===== src/rtl/wb_csr_responder.sv =====
// wb_csr_responder: Wishbone classic target exposing GPIO and counter/compare CSRs.
module wb_csr_responder #(
   parameter logic [31:0] BASE_ADDR   = 32'h3000_0000,
   parameter int          ADDR_BITS   = 8,
   parameter int          WAIT_STATES = 0
) (
   input  logic        wb_clk_i,
   input  logic        wb_rst_n,
   input  logic        wbs_cyc_i,
   input  logic        wbs_stb_i,
   input  logic        wbs_we_i,
   input  logic [3:0]  wbs_sel_i,
   input  logic [31:0] wbs_adr_i,
   input  logic [31:0] wbs_dat_i,
   output logic        wbs_ack_o,
   output logic [31:0] wbs_dat_o,
   input  logic [31:0] gpio_in,
   output logic [31:0] gpio_out,
   output logic [31:0] gpio_oeb,
   output logic        irq_o
);
   typedef enum logic [1:0] {S_IDLE, S_WAIT, S_ACK} state_t;
   localparam logic [2:0] LP_WLAST = 3'(WAIT_STATES == 0 ? 0 : WAIT_STATES - 1);
   state_t      r_state, w_state_nxt;
   logic [2:0]  r_wcnt;
   logic [31:0] r_sync1, r_sync2, r_gpio_out, r_gpio_oeb, r_count, r_cmp, r_dat;
   logic        r_cnt_en, r_irq_en, r_match, r_irq;
   logic        w_cs, w_hit, w_go, w_wr, w_clr, w_w1c, w_set, w_unused;
   logic [31:0] w_off, w_rd, w_mask;
   logic [7:0]  w_we;
   function automatic logic [31:0] f_merge(input logic [31:0] old, input logic [31:0] mask,
                                           input logic [31:0] dat);
      return (old & ~mask) | (dat & mask);
   endfunction
   assign w_cs     = wbs_cyc_i & wbs_stb_i;
   assign w_hit    = w_cs & (wbs_adr_i[31:ADDR_BITS] == BASE_ADDR[31:ADDR_BITS]);
   assign w_off    = 32'(wbs_adr_i[ADDR_BITS-1:2]);
   assign w_mask   = {{8{wbs_sel_i[3]}}, {8{wbs_sel_i[2]}}, {8{wbs_sel_i[1]}}, {8{wbs_sel_i[0]}}};
   assign w_wr     = w_go & wbs_we_i;
   assign w_we     = w_wr ? (8'd1 << w_off) : 8'd0;
   assign w_clr    = w_we[0] & wbs_sel_i[0] & wbs_dat_i[1];
   assign w_w1c    = w_we[6] & wbs_sel_i[0] & wbs_dat_i[0];
   assign w_set    = r_cnt_en & (r_count == r_cmp);
   assign w_unused = &{1'b0, wbs_adr_i[1:0]};
   // w_go marks the edge that raises ack: writes commit and read data is captured there
   always_comb begin
      w_state_nxt = r_state;
      w_go        = 1'b0;
      case (r_state)
         S_IDLE: if (w_hit) begin
            w_state_nxt = (WAIT_STATES == 0) ? S_ACK : S_WAIT;
            w_go        = (WAIT_STATES == 0);
         end
         S_WAIT: if (!w_cs) w_state_nxt = S_IDLE;
            else if (r_wcnt == LP_WLAST) begin
               w_state_nxt = S_ACK;
               w_go        = 1'b1;
            end
         default: w_state_nxt = S_IDLE;
      endcase
   end
   always_comb begin
      w_rd = 32'h0;
      case (w_off)
         32'd0:   w_rd = {29'h0, r_irq_en, 1'b0, r_cnt_en};
         32'd1:   w_rd = r_gpio_out;
         32'd2:   w_rd = r_gpio_oeb;
         32'd3:   w_rd = r_sync2;
         32'd4:   w_rd = r_count;
         32'd5:   w_rd = r_cmp;
         32'd6:   w_rd = {31'h0, r_match};
         default: w_rd = 32'h0;
      endcase
   end
   always_ff @(posedge wb_clk_i or negedge wb_rst_n) begin
      if (!wb_rst_n) begin
         r_state    <= S_IDLE;
         r_wcnt     <= 3'd0;
         r_sync1    <= 32'h0;
         r_sync2    <= 32'h0;
         r_dat      <= 32'h0;
         r_gpio_out <= 32'h0;
         r_gpio_oeb <= 32'hFFFF_FFFF;
         r_count    <= 32'h0;
         r_cmp      <= 32'h0;
         r_cnt_en   <= 1'b0;
         r_irq_en   <= 1'b0;
         r_match    <= 1'b0;
         r_irq      <= 1'b0;
      end else begin
         r_state    <= w_state_nxt;
         r_wcnt     <= (r_state == S_WAIT) ? r_wcnt + 3'd1 : 3'd0;
         r_sync1    <= gpio_in;
         r_sync2    <= r_sync1;
         r_dat      <= w_go ? w_rd : 32'h0;
         if (w_we[0] && wbs_sel_i[0]) begin
            r_cnt_en <= wbs_dat_i[0];
            r_irq_en <= wbs_dat_i[2];
         end
         if (w_we[1]) r_gpio_out <= f_merge(r_gpio_out, w_mask, wbs_dat_i);
         if (w_we[2]) r_gpio_oeb <= f_merge(r_gpio_oeb, w_mask, wbs_dat_i);
         if (w_we[5]) r_cmp <= f_merge(r_cmp, w_mask, wbs_dat_i);
         r_count    <= w_clr ? 32'h0 : w_we[4] ? f_merge(r_count, w_mask, wbs_dat_i) :
                       r_cnt_en ? r_count + 32'd1 : r_count;
         r_match    <= w_set | (r_match & ~w_w1c);
         r_irq      <= r_match & r_irq_en;
      end
   end
   assign wbs_ack_o = (r_state == S_ACK);
   assign wbs_dat_o = r_dat;
   assign gpio_out  = r_gpio_out;
   assign gpio_oeb  = r_gpio_oeb;
   assign irq_o     = r_irq;
endmodule


===== config.mk =====
export PLATFORM = sky130hd
export DESIGN_NAME = wb_csr_responder
export DESIGN_NICKNAME = d
export VERILOG_FILES = /design/src/rtl/wb_csr_responder.sv
export SDC_FILE = /design/constraint.sdc
export NUM_CORES = 1
export LEC_CHECK = 0
export CAP_MARGIN = 20
export CORE_AREA = 3 3 188 144
export DETAILED_ROUTE_END_ITERATION = 12
export DIE_AREA = 0 0 191 147
export DONT_BUFFER_PORTS = 1
export HOLD_SLACK_MARGIN = 0.03
export SYNTH_ARGS = -nofsm -noshare
export SYNTH_HDL_FRONTEND = slang
export SYNTH_SLANG_ARGS = --single-unit

===== constraint.sdc =====
create_clock -name wb_clk_i -period 5.07 [get_ports wb_clk_i]
set_input_delay 0.7605 -clock wb_clk_i [delete_from_list [all_inputs] [get_ports wb_clk_i]]
set_output_delay 0.7605 -clock wb_clk_i [all_outputs]
set_load 0.01 [all_outputs]

Yosys cells after proc, flatten, opt, wreduce, memory -nomap -nowiden
Index checks and enable logic that the tools add are counted.

operators by class
  muxes and demuxes = 15
  bitwise operators = 22
  equality and inequality tests = 12
  shift-type cells = 1
  add/subtract/negate cells = 2
  reduce and logical (&&, ||, !) cells = 6

operator list
  cell                   count
  $pmux 32 s7            1
  $and 32x32->32         5
  $mux 32                4
  $or 32x32->32          4
  $add 32x1->32 const B  1
  $eq 32x32->1           1
  $logic_not 32->1       1
  $not 32->32            1
  $eq 24x22->1 const B   1
  $eq 6x3->1 const B     3
  $eq 6x2->1 const B     2
  $and 1x1->1            10
  $mux 7                 1
  $shl 1x6->7 const A    1
  $eq 6x1->1 const B     1
  $mux 2                 3
  $pmux 2 s2             1
  $add 3x1->3 const B    1
  $logic_not 3->1        1
  $mux 1                 3
  $mux 3                 1
  $ne 3x3->1 const B     1
  $reduce_bool 3->1      1
  $eq 2x1->1 const B     1
  8 further kinds        8

storage, ports and cells
  bits in registers = 233
  bits of input ports = 105
  output and inout bits = 98
  logic and storage cells = 71

Longest topological paths before layout
  depth after elaboration = 11
  gate-level depth with buffers = 8
  mapped depth without buffers = 6

Worst setup path before layout
OpenSTA, ideal clock, no wires.

  path type = input-to-reg
  from = input wbs_adr_i[20]
  to = register with a tool-made name
  library setup time = 0.125 ns
  arrival = 2.439 ns
  data required time = 4.945 ns
  stages on the path = 6
  slack = 2.507 ns
  buffers on the path = 1
  cells stage by stage = nor4b_1 and4_1 nand2_2 buf_6 nor3_4 mux2_2

RTL lines
  item                RTL line  source
  start: declaration  13        input logic [31:0] wbs_adr_i,

==> results <==
- Summing over every cut layer, the via total after detailed routing is 7173.
- The I/O pin total is 203.
- The number of pins with negative max-slew slack in the final report is 0.
- OpenSTA, run right after detailed placement, puts the worst setup slack at 1.50 ns.
- The number of placement rows is 50.
- The checks that failed: hold timing.
- Synthesis inferred 229 register bits.
- Of the total power, the clock network draws 48.8%.
- Synthesis handed over a netlist of 816 instances.
- In the synthesized netlist the async set-or-reset flop fraction comes to 100%.
- STA puts the critical path data required time at 5.52 ns.
- The final design utilization is 44.7%.
- The number of filler cells placed in the layout is 2304.
- The setup slack of the worst register-to-register path is 1.79 ns.
- Per report_power, the sequential group accounts for 50.5% of the total.
- The via count of the first global-routing pass came to 7180.
- The number of levels in the clock H-tree is 1.
- Summed over all layers, the global routing overflow is 0.
- The number of setup buffers added after CTS is 0.
- The number of design rule violations left after detail routing is 0.
- In the routed layout, each cell is associated on average with a via count of 6.20.
- The internal power of the cells totals 0.00293 W.
- The worst setup path is launched from a register.
- The post-synthesis instance area is 0.0102 mm^2.
- The library cell used most frequently in the layout, excluding fill and tap cells, is dfrtp_1.
- The largest fanout of any net on the critical path is 15.
- The worst setup margin is 1.79 ns.
- The layout overhead on the synthesized area is 10.5%.
- TritonCTS built the clock tree.
- Setup repair after global routing left no endpoint under its margin.
- The pre-antenna-repair detailed-routing pass consisted of 6 iterations.
- The floorplan die area is 0.0281 mm^2.
- Counting every sink on the clock net gives 229.
- The highest attainable clock frequency is 305 MHz.
- The peak supply drop is 0.264 mV.
- The number of distinct library cells after synthesis is 62.
- The count of synthesis-stage warnings from yosys is 0.
- Entering global routing, the biggest net connects 230 pins.
- Counting every net in the synthesized netlist gives 922.
- The kind of critical path is register to register.
- The final sum of negative setup slack is 0 ns.
- In this run the static leakage power is 4.55 nW.
- The switching power of the nets is 0.000761 W.
- The number of hold violations in the final report is 37.
- The number of enable flip-flop cells after synthesis is 0.
- The endpoint kind of the worst setup timing path is a register.
- The total track usage is 20.6%.
- The worst path uses 64.7% of the clock period.
- After synthesis, the mean cell area works out to 12.4 um^2.
- The largest clock skew in the final design is 0.00877 ns.
- In this run the number of cells on the critical path is 5.
- The total power per unit cell area is 329 mW/mm^2.
- Of the total power, combinational logic draws 0.7%.
- The root buffer selected by CTS is clkbuf_16.
- The worst min-delay path class is input pin to async pin.
- The largest individual stage delay along the critical path comes from the cell nor3_2.
- After clock tree synthesis, the clock-pin slew on the worst setup and hold paths is 0.06 ns.
- Routability-driven placement finished with a final weighted congestion of 0.911.
- The minimum hold slack is -0.0614 ns.
- The DRC violation total after the first TritonRoute iteration is 750.
- The final routed wire length divided by cell count is 25.3 um.
- The number of buffer and inverter stages on the critical path is 0.
- The first global-routing pass estimated 44900 um of wire.
- The number of buffers added by the clock tree synthesis step is 25.
- Summed over all layers, the routed wires come to 29300 um.
- Summing the sequential cell areas from Yosys gives 56.8% of the chip area.
- The cell type group with the largest total delay on the critical path is simple AND/OR/NAND/NOR gates.
- The count of endpoints failing setup in the final report is 0.
- After layout, the minimum clock period comes to 3.28 ns.
- The fraction of final layout cells sized beyond drive strength 1 is 25.8%.
- On the worst path, the slowest cell contributes a delay of 0.83 ns.
- The top cell types in the final layout, fill and taps aside, are dfrtp_1, mux2_2, a21oi_1.
- The worst path arrival time is 3.73 ns.
- The number of cell instances on the worst register-to-register path is 5.
- The half-perimeter wire length after placement is 20600 um.
- Once the floorplan was initialized, standard cells occupied 40.5% of the core.
- The tool flagged a number of max-cap violations equal to 0.
- Counting along the longest clock path gives a buffer depth of 3.
- For this run, the post-layout net count is 906.
- The die outline width is 191 um.
- The repair_antennas step left the layout with diodes totalling 0.
- The transition time at the pin with the least slew margin is 1.06 ns.
- For this run, the leading register cell type out of synthesis is dfrtp_1.
- For the worst-skew pair, the clock arrives at the later sink with an insertion delay of 0.53 ns.
- The run finished, with violations left.
- The initial antenna violation count was 0.
- The residual antenna-violating net count after detailed routing is 0.
- The signal on the critical path passes through nor4bb_1 -> and4_1 -> nand2_2 -> nor3_2 -> mux2_2.
- Port buffering added 0 buffers.
- The net switching fraction of the power is 20.6%.
- The startpoint of the worst-slack reg-to-reg timing path is r_state[1]$_DFFE_PN0P_.
- The core footprint is 0.0251 mm^2.
- Measured along the y axis, the die boundary spans 147 um.
- In this run, post-CTS repair resized a total of 0 instances.
- The normalized max-slew margin is 29.3%.
[through the flow]
step / total power (W) / cells / instance area [um^2] / hold WS (ns)
final: 0.00369 / 1157 / 11200 / -0.0614
after global routing: 0.00382 / 1157 / 11200 / -0.0790
after CTS: 0.00374 / 1156 / 11200 / -0.0810
after floorplan: 0.00192 / 816 / 10200 / 0.331
after detailed placement: 0.00192 / 1110 / 10400 / 0.335
after global placement: 0.00192 / 1110 / 10400 / 0.332
[power groups by stage]
stage                     combinational (W)  clock [W]  sequential, W
after floorplan                   0.0000239          0        0.00189
after global placement            0.0000262          0        0.00189
after detailed placement          0.0000265          0        0.00189
after CTS                         0.0000267    0.00185        0.00186
after global routing              0.0000295    0.00193        0.00186
final                             0.0000271    0.00180        0.00186
[cell usage after synthesis (all sizes together) (2+ instances only)]
library cell,count,area (um^2)
nand4,21,146
a32oi,2,17.5
o21a,3,22.5
dfrtp,197,4930
a41oi,3,26.3
nor4,26,175
o31a,3,26.3
nor2,14,52.6
mux2,100,1130
a22oi,31,233
o211ai,6,45.0
a21oi,46,230
or3,5,31.3
o31ai,3,22.5
clkbuf,34,129
nand3,25,125
or4,14,110
o2111ai,4,35.0
dfstp,32,841
a41o,2,20.0
nand2b,4,25.0
nor3b,2,15.0
xor2,15,131
o311ai,5,43.8
o221a,4,45.0
xnor2,18,158
a211o,2,18.8
a31oi,13,81.3
nand3b,2,15.0
nand2,42,160
o211a,3,30.0
inv,11,41.3
a222oi,34,340
nor2b,4,25.0
and4,4,35.0
buf,21,143
o21ai,12,60.1
and3,10,62.6
and2,3,18.8
nor3,26,269
[kinds of logic after synthesis]
| kind of cell | synth area share, % |
|---|---|
| buf+inv | 3.08 |
| simple gates | 12.8 |
| mux | 11.2 |
| xor+xnor | 2.85 |
| fa+ha+maj | 0.123 |
| compound gates | 13.1 |
| flops | 56.8 |
[metal layers]
layer / vias up / wire length (um) / track usage, %
li1: 3121 / - / -
met2: 360 / 12800 / 30.2
met4: 0 / 627 / 4.80
met3: 44 / 3160 / 6.32
met5: - / 0 / 0
met1: 3648 / 12700 / 30.1
[how the worst max path moves through the flow]
stage / start / slack (ns) / end
4_1_cts: r_state[1]$_DFFE_PN0P_ / 1.85 / register
6_report: r_state[1]$_DFFE_PN0P_ / 1.79 / register
3_3_place_gp: wbs_adr_i[9] / 1.51 / register
2_1_floorplan: wbs_adr_i[20] / 2.51 / register
3_5_place_dp: wbs_adr_i[9] / 1.50 / register
5_1_grt: r_state[1]$_DFFE_PN0P_ / 1.71 / register
[final cells by class]
cell class / instances / area [um^2] / share of cell area (%)
clock buffer: 38 / 704 / 6.28
clock inverter: 8 / 103 / 0.914
inverter: 11 / 41.3 / 0.368
multi-input combinational: 521 / 4090 / 36.5
sequential: 229 / 5770 / 51.4
tap: 338 / 423 / 3.77
timing repair buffer: 12 / 87.6 / 0.781
Power figures use the tool's default switching activity.
